`src/rtl/sdram_traffic_gen.sv`:
```
// Write/read-back traffic generator and checker for the sdram_controller request/ack port.
// Optional latency statistics ports are enabled by defining SDRAM_TG_LAT_STATS_EN.
module sdram_traffic_gen #(
    parameter int                         FPGA_ADDR_WIDTH = 23,
    parameter int                         FPGA_DATA_WIDTH = 32,
    parameter int                         NUM_WORDS       = 16,
    parameter logic [FPGA_ADDR_WIDTH-1:0] START_ADDR      = '0,
    parameter int                         ADDR_STRIDE     = 1,
    parameter int                         IDLE_GAP        = 4,
    parameter int                         TIMEOUT         = 4096,
    parameter logic [31:0]                PATTERN_BASE    = 32'h0000FF01,
    localparam int                        EW              = $clog2(NUM_WORDS + 1),
    localparam int                        LW              = $clog2(TIMEOUT + 1)
) (
    input  logic                       fpga_clk,
    input  logic                       fpga_reset,
    input  logic                       start,
    input  logic [1:0]                 mode,
    output logic                       busy,
    output logic                       done,
    output logic                       pass,
    output logic                       timeout,
    output logic [EW-1:0]              err_count,
    output logic [FPGA_ADDR_WIDTH-1:0] first_err_addr,
    output logic [FPGA_DATA_WIDTH-1:0] first_err_data,
`ifdef SDRAM_TG_LAT_STATS_EN
    output logic [LW-1:0]              max_latency,
    output logic [31:0]                total_cycles,
`endif
    output logic [FPGA_ADDR_WIDTH-1:0] fpga_addr,
    output logic                       fpga_wr_en,
    output logic [FPGA_DATA_WIDTH-1:0] fpga_wr_data,
    output logic                       fpga_rd_en,
    output logic                       fpga_req,
    input  logic                       fpga_ack,
    input  logic [FPGA_DATA_WIDTH-1:0] fpga_rd_data
);
    localparam int AW  = FPGA_ADDR_WIDTH;
    localparam int DW  = FPGA_DATA_WIDTH;
    localparam int GAP = (IDLE_GAP < 1) ? 1 : IDLE_GAP;
    localparam int GW  = $clog2(GAP + 1);

    localparam logic [2:0] S_IDLE   = 3'd0;
    localparam logic [2:0] S_WR_REQ = 3'd1;
    localparam logic [2:0] S_WR_GAP = 3'd2;
    localparam logic [2:0] S_RD_REQ = 3'd3;
    localparam logic [2:0] S_RD_GAP = 3'd4;
    localparam logic [2:0] S_DONE   = 3'd5;

    logic [2:0]    state;
    logic [1:0]    mode_q;
    logic [EW-1:0] k;
    logic [GW-1:0] gap_cnt;
    logic [LW-1:0] lat_cnt;

    logic [EW-1:0] k_next;
    logic [AW-1:0] addr_next;
    logic [DW-1:0] expected;
    logic          last_word, tmo_hit, accept, ack_take;

    function automatic logic [DW-1:0] pattern(input logic [1:0] m, input logic [EW-1:0] kk,
                                              input logic [AW-1:0] a);
        case (m)
            2'd0:    pattern = DW'(PATTERN_BASE) + DW'(kk);
            2'd1:    pattern = DW'(a);
            2'd2:    pattern = DW'(1) << (32'(kk) % DW);
            default: pattern = kk[0] ? {(DW/2){2'b01}} : {(DW/2){2'b10}};
        endcase
    endfunction

    always_comb begin
        k_next    = k + EW'(1);
        addr_next = fpga_addr + AW'(ADDR_STRIDE);
        expected  = pattern(mode_q, k, fpga_addr);
        last_word = (32'(k) == NUM_WORDS - 1);
        tmo_hit   = (lat_cnt == LW'(TIMEOUT - 1));
        accept    = start && ((state == S_IDLE) || (state == S_DONE));
        ack_take  = fpga_ack && ((state == S_WR_REQ) || (state == S_RD_REQ));
    end

    always_ff @(posedge fpga_clk or posedge fpga_reset) begin
        if (fpga_reset) begin
            state          <= S_IDLE;
            mode_q         <= '0;
            k              <= '0;
            gap_cnt        <= '0;
            lat_cnt        <= '0;
            busy           <= 1'b0;
            done           <= 1'b0;
            pass           <= 1'b0;
            timeout        <= 1'b0;
            err_count      <= '0;
            first_err_addr <= '0;
            first_err_data <= '0;
            fpga_addr      <= '0;
            fpga_wr_en     <= 1'b0;
            fpga_wr_data   <= '0;
            fpga_rd_en     <= 1'b0;
            fpga_req       <= 1'b0;
        end else begin
            case (state)
                S_IDLE, S_DONE: begin
                    if (accept) begin
                        busy           <= 1'b1;
                        done           <= 1'b0;
                        pass           <= 1'b0;
                        timeout        <= 1'b0;
                        err_count      <= '0;
                        first_err_addr <= '0;
                        first_err_data <= '0;
                        mode_q         <= mode;
                        k              <= '0;
                        lat_cnt        <= '0;
                        fpga_addr      <= START_ADDR;
                        fpga_wr_data   <= pattern(mode, '0, START_ADDR);
                        fpga_wr_en     <= 1'b1;
                        fpga_req       <= 1'b1;
                        state          <= S_WR_REQ;
                    end
                end
                S_WR_REQ, S_RD_REQ: begin
                    // An ack on the terminal-count cycle wins over the timeout.
                    if (ack_take) begin
                        fpga_req   <= 1'b0;
                        fpga_wr_en <= 1'b0;
                        fpga_rd_en <= 1'b0;
                        gap_cnt    <= GW'(GAP - 1);
                        state      <= (state == S_WR_REQ) ? S_WR_GAP : S_RD_GAP;
                        if ((state == S_RD_REQ) && (fpga_rd_data != expected)) begin
                            err_count <= err_count + EW'(1);
                            if (err_count == '0) begin
                                first_err_addr <= fpga_addr;
                                first_err_data <= fpga_rd_data;
                            end
                        end
                    end else if (tmo_hit) begin
                        fpga_req   <= 1'b0;
                        fpga_wr_en <= 1'b0;
                        fpga_rd_en <= 1'b0;
                        timeout    <= 1'b1;
                        done       <= 1'b1;
                        pass       <= 1'b0;
                        busy       <= 1'b0;
                        state      <= S_DONE;
                    end else begin
                        lat_cnt <= lat_cnt + LW'(1);
                    end
                end
                S_WR_GAP: begin
                    if (gap_cnt != '0) begin
                        gap_cnt <= gap_cnt - GW'(1);
                    end else begin
                        lat_cnt  <= '0;
                        fpga_req <= 1'b1;
                        if (last_word) begin
                            k            <= '0;
                            fpga_addr    <= START_ADDR;
                            fpga_wr_data <= '0;
                            fpga_rd_en   <= 1'b1;
                            state        <= S_RD_REQ;
                        end else begin
                            k            <= k_next;
                            fpga_addr    <= addr_next;
                            fpga_wr_data <= pattern(mode_q, k_next, addr_next);
                            fpga_wr_en   <= 1'b1;
                            state        <= S_WR_REQ;
                        end
                    end
                end
                S_RD_GAP: begin
                    if (gap_cnt != '0) begin
                        gap_cnt <= gap_cnt - GW'(1);
                    end else if (last_word) begin
                        busy  <= 1'b0;
                        done  <= 1'b1;
                        pass  <= (err_count == '0) && !timeout;
                        state <= S_DONE;
                    end else begin
                        lat_cnt    <= '0;
                        k          <= k_next;
                        fpga_addr  <= addr_next;
                        fpga_rd_en <= 1'b1;
                        fpga_req   <= 1'b1;
                        state      <= S_RD_REQ;
                    end
                end
                default: state <= S_IDLE;
            endcase
        end
    end

`ifdef SDRAM_TG_LAT_STATS_EN
    always_ff @(posedge fpga_clk or posedge fpga_reset) begin
        if (fpga_reset) begin
            max_latency  <= '0;
            total_cycles <= '0;
        end else if (accept) begin
            max_latency  <= '0;
            total_cycles <= '0;
        end else begin
            if (ack_take && (lat_cnt > max_latency))
                max_latency <= lat_cnt;
            if (busy && (total_cycles != '1))
                total_cycles <= total_cycles + 32'd1;
        end
    end
`endif

endmodule
```
`config.mk`:
```
export PLATFORM = sky130hd
export DESIGN_NAME = sdram_traffic_gen
export DESIGN_NICKNAME = d
export VERILOG_FILES = /design/src/rtl/sdram_traffic_gen.sv
export SDC_FILE = /design/constraint.sdc
export NUM_CORES = 1
export LEC_CHECK = 0
export CAP_MARGIN = 30
export CORE_UTILIZATION = 53
export DETAILED_ROUTE_END_ITERATION = 16
export MAX_ROUTING_LAYER = met4
export PLACE_DENSITY = 0.81
export SYNTH_ARGS = -nofsm -noshare
export SYNTH_HDL_FRONTEND = slang
export SYNTH_SLANG_ARGS = --single-unit
```
`constraint.sdc`:
```
create_clock -name fpga_clk -period 5.59 [get_ports fpga_clk]
set_input_delay 0.8385 -clock fpga_clk [delete_from_list [all_inputs] [get_ports fpga_clk]]
set_output_delay 0.8385 -clock fpga_clk [all_outputs]
set_load 0.05 [all_outputs]
```
Word level (Yosys, flattened, before mapping)
Index checks and enable logic that the tools add are counted.
- flip-flop bits (word level): 148
- latch bits: 0
- memory bits (writable): 0
- ROM bits: 0
- input port bits: 38
- output and inout port bits: 122
- word-level logic and storage cells: 164
- memories: 0
- add/subtract/negate cells: 7
- $mul: 0
- div/mod/pow operators: 0
- order comparisons: 0
- equal/unequal tests: 27
- shift operators: 2
- mux-type cells: 75
- bitwise operators: 0
- reduce and logical (&&, ||, !) cells: 36
- operators with widths (operator ; number):
    2-to-1 mux 32 bit ; 9
    case mux 32 bit (3 select lines) ; 3
    2-to-1 mux 23 bit ; 8
    case mux 32 bit (2 select lines) ; 2
    2-to-1 mux 13 bit ; 6
    case mux 23 bit (3 select lines) ; 1
    << shifter 1 x 5 -> 32 bit (first input constant) ; 2
    case mux 13 bit (4 select lines) ; 1
    case mux 23 bit (2 select lines) ; 1
    2-to-1 mux 5 bit ; 7
    adder 16 x 5 -> 17 bit (first input constant) ; 2
    != test 32 bit ; 1
    2-to-1 mux 3 bit ; 9
    != test 2 bit (second input constant) ; 13
    adder 23 x 1 -> 23 bit (second input constant) ; 1
    AND reduction 6 bit ; 3
    2-to-1 mux 1 bit ; 16
    case mux 1 bit (3 select lines) ; 5
    case mux 5 bit (3 select lines) ; 1
    AND reduction 5 bit ; 3
    nonzero test 3 bit ; 5
    adder 13 x 1 -> 13 bit (second input constant) ; 1
    equality test 13 x 12 -> 1 bit (second input constant) ; 1
    case mux 3 bit (4 select lines) ; 1
    other kinds (28) ; 45

Depth between registers and ports, before layout
- depth in word-level cells: 7
- mapped depth: 15
- gate-level depth less buffers: 12

Worst setup path after synthesis
OpenSTA, ideal clock, no wires.
- kind: register to register
- start point: register k[0]
- end point: register first_err_addr[0]
- arrival: 3.463 ns
- required time: 5.469 ns
- setup slack: 2.006 ns
- stages on the path, launching flop included: 16
- path buffers: 5
- clock period less this slack: 3.584 ns
- cells stage by stage: dfrtp_1 -> buf_2 -> inv_1 -> ha_1 -> clkbuf_1 -> or3b_2 -> o22ai_1 -> xor2_1 -> a2111oi_0 -> nand4_1 -> or3_1 -> buf_2 -> o2111a_1 -> buf_6 -> buf_6 -> a22o_1
- longest elaborated chain between the ends: 6
- RTL lines (item ; line ; source):
    from (decl) ; 52 ; logic [EW-1:0] k;
    from (signal assigned) ; 162 ; k <= k_next;
    from (signal assigned) ; 180 ; k <= k_next;
    adder 16 x 5 -> 17 bit, or another cell as far along ; 64 ; 2'd0: pattern = DW'(PATTERN_BASE) + DW'(kk);
    case mux 32 bit (3 select lines) * ; 63 ; case (m)
    != test 32 bit * ; 129 ; if ((state == S_RD_REQ) && (fpga_rd_data != expected)) begin
    logical AND 1 bit * ; 129 ;
    != test 2 bit (no line) * ; -- ;
    AND reduction 5 bit (no line) * ; -- ;
    to (signal assigned) ; 132 ; first_err_addr <= fpga_addr;
    to (decl) ; 24 ; output logic [FPGA_ADDR_WIDTH-1:0] first_err_addr,
Mark *: on every way between the ends. The rest lies on a longest branch, timed or not.
A chain may end at the register's enable or synchronous reset.

Worst setup path after layout
- start point: register k[0]
- end point: register first_err_data[5]
- longest elaborated chain between the ends: 6
- RTL lines (item ; line ; source):
    adder 16 x 5 -> 17 bit, or another cell as far along ; 64 ;
    case mux 32 bit (3 select lines) * ; 63 ;
    != test 32 bit * ; 129 ;
    logical AND 1 bit * ; 129 ;
    != test 2 bit (no line) * ; -- ;
    AND reduction 5 bit (no line) * ; -- ;
    to (signal assigned) ; 133 ; first_err_data <= fpga_rd_data;
    to (decl) ; 25 ; output logic [FPGA_DATA_WIDTH-1:0] first_err_data,
Marked as above.

==> impl_metrics.csv <==
group,metric,value,unit
sta,relSlewSlack,29.5,%
pwr,peakVddDrop,394,µV
worst_setup_path,cp_max_fo,46,
global_route,grt_util_all_layers,35.3,%
worst_setup_path,cp_cell_sequence,"inv_1, ha_1, or3b_2, o32a_1, mux2i_1, xnor2_1, o2111ai_1, nand4b_1, o211ai_4, buf_4, a22o_1",
logic_synthesis,synth_largest_area_cell,"dfrtp_1",
worst_setup_path,cp.buffers_inverters,2,
clock_tree,cts_tree,"built",
worst_setup_path,critPathKind,"flip-flop to flip-flop",
logic_synthesis,synth-edff-count,0,
sta,holdWs,0.494,ns
sta,grt_setup_unrepaired,"no",
cells_and_area,fillers,1296,
logic_synthesis,synth.net_count,988,
floorplan,std_cell_rows,46,
sta,setup_violations,0,
clock_tree,cts_made_buffers,17,
placed_design,gp_congestion,1.01,
logic_synthesis,synth_area_leaders,"dfrtp_1, a22o_1, o21ai_0",
clock_tree,htree_levels,4,
logic_synthesis,ys_async_sr_fraction,100,%
cells_and_area,final_layout_size_suffix_gt1_share,5.64,%
global_route,grt_max_degree,58,
floorplan,die_y,129,µm
sta,fin_ws,1.35,ns
sta,tightestPinTransition,1.06,ns
cells_and_area,final_cell_mix,"clkdlybuf4s50_1, dfrtp_1, nand2_1",
floorplan,design.die.area,16800,µm²
route,antenna_left,0,
placed_design,hpwlAfterDp,20.0,mm
logic_synthesis,syn_inst,930,
sta,fin_tns_setup,0,ns
route,drt_first_pass_iters,7,
clock_tree,cts_resized,0,
logic_synthesis,synth-seq-area-share,43.0,%
route,initialDrtViolationCount,1134,
placed_design,place_worst_setup_slack,1.44,ns
pwr,p_leak,4.50,nW
global_route,grt_overflow,0,
clock_tree,path_clk_slew,0.06,ns
pwr,p_per_area,543,nW/µm²
floorplan,core-area,15900,µm²
worst_setup_path,slowest_stage,"dfrtp_1",
sta,clock_skew,0.00839,ns
sta,fmax,236,MHz
route,wl_per_cell,21.7,µm
worst_setup_path,crit_required,5.95,ns
logic_synthesis,synth_top_area_share,43.0,%
worst_setup_path,crit_path_end_kind,"flip-flop",
sta,hold_viol,0,
clock_tree,cts.sinks,148,
cells_and_area,nets,1109,
placed_design,io_buffers,159,
sta,report.final.slew_viol_count,0,
logic_synthesis,yosysUniqueCellTypes,76,
clock_tree,clock_path_buffers,2,
run_status,status,"completed",
worst_setup_path,cpPeakStageDelay,0.55,ns
logic_synthesis,yosys_warnings,0,
logic_synthesis,avgSynthCellArea,9.26,µm²
logic_synthesis,mappedNetlistArea,8610,µm²
run,maxCapViolCount,0,
global_route,grt_pass1_wl,43.0,mm
sta,finalCritPeriodShare,75.9,%
sta,period_needed,4.24,ns
route,vias_per_cell,6.37,
logic_synthesis,synth_flop_cell,"dfrtp_1",
global_route,grt_pass1_vias,7713,
floorplan,io_pins,160,
global_route,grt_antenna_before_repair,0,
clock_tree,clock_latency,0.43,ns
floorplan,dieWidth,129,µm
clock_tree,post-cts-setup-buffer-count,0,
worst_setup_path,startpoint_type,"flip-flop",
min_path,hp-class,"flip-flop to flip-flop",
cells_and_area,diodes,0,
route,route.detailed.drc,0,
worst_setup_path,crit_family,"compound AO/OA/AOI/OAI gates",
clock_tree,cts_hold_buf,0,
route,vias,8151,
cells_and_area,syn2layout_area_growth,25.9,%
floorplan,start_util,54.2,%
worst_setup_path,crit_arrival,4.61,ns
clock_tree,clock-root-buffer,"clkbuf_16",
logic_synthesis,synth-seq-cells,148,
route,drt-total-wl,27.8,mm
cells_and_area,final_common_cell,"clkdlybuf4s50_1",
-- final timing paths --
path / cells past startpoint / end / start / slack [ns]
setup / recovery: 11 / first_err_data[5] / k[0] / 1.35
hold / removal: 2 / fpga_wr_data[24] / fpga_wr_data[24] / 0.49
setup reg to reg: 11 / first_err_data[5] / k[0] / 1.35
hold reg to reg: 2 / fpga_wr_data[24] / fpga_wr_data[24] / 0.49
max in group asynchronous: 3 / err_count[3] / fpga_reset / 3.77
min in group asynchronous: 2 / fpga_wr_data[18] / fpga_reset / 0.77
-- worst reg2reg max path, cell delays in order (launching register included) --
cell	delay (ns)
dfrtp_1	0.55
inv_1	0.23
ha_1	0.41
or3b_2	0.53
o32a_1	0.30
mux2i_1	0.24
xnor2_1	0.16
o2111ai_1	0.10
nand4b_1	0.47
o211ai_4	0.47
buf_4	0.48
a22o_1	0.25
-- flip-flops by register name (all words and copies together), names as in the netlist --
name / flops
first_err_addr: 23
gap_cnt: 3
fpga_req: 1
lat_cnt: 13
k: 5
fpga_addr: 23
fpga_rd_en: 1
fpga_wr_en: 1
state: 3
first_err_data: 32
busy: 1
done: 1
fpga_wr_data: 32
err_count: 5
pass: 1
mode_q: 2
timeout: 1
-- cells in the mapped netlist, drive strengths merged (5+ instances only) --
cell type and instances:
and4 5, o31ai 17, ha 20, and2 5, nor2b 8, nand4 8, nor3 13, nor2 56
a31oi 7, a211oi 10, nand2b 17, o21ai 81, buf 31, inv 21, a22o 67, nor3b 9
a21oi 58, or3 7, o22ai 10, dfrtp 148, o22a 21, clkbuf 39, and3 16, a21o 8
nand2 92, o221ai 5, nand3 29, nand4b 6, xor2 21, xnor2 27
-- layer usage --
metal | share of wire, % | global-route usage [%] | up-vias
li1 | - | - | 3688
met1 | 40 | 44.5 | 3970
met2 | 48 | 55.9 | 412
met3 | 8.9 | 8.05 | 81
met4 | 2.7 | 12.2 | 0
met5 | 0 | - | -
-- cells by family (layout without fill, tap and decap cells) --
| family | count (synthesis) | in the layout | synth area share (%) |
|---|---|---|---|
| flops | 148 | 148 | 43.0 |
| fa+ha+maj | 20 | 20 | 2.91 |
| compound gates | 328 | 328 | 26.6 |
| mux | 7 | 7 | 0.858 |
| simple gates | 288 | 288 | 16.8 |
| buf+inv | 91 | 225 | 4.93 |
| xor+xnor | 48 | 48 | 4.88 |
-- power breakdown --
part           switching, mW  total [mW]  leakage, nW  internal (mW)
combinational           2.07        3.13         2.26           1.07
clock                  0.498        1.18        0.288          0.682
sequential             0.249        1.57         1.96           1.32
total                   2.81        5.88         4.50           3.07
-- final cells by class --
type	count	area, µm²	area share [%]
sequential	148	3700	34.2
clock inverter	14	166	1.54
timing repair buffer	172	1690	15.6
tap	216	270	2.49
multi-input combinational	691	4490	41.4
clock buffer	18	439	4.05
inverter	21	83.8	0.773
-- through the flow --
step	instance area, µm²	power [mW]	utilization (%)	std cells
after floorplan	8610	3.76	-	930
after global placement	10200	4.62	64.4	1247
after detailed placement	10200	4.65	64.4	1247
after CTS	10800	5.84	68.2	1279
after global routing	10800	6.16	68.2	1280
final	10800	5.88	68.2	1280
Power figures use the tool's default switching activity.
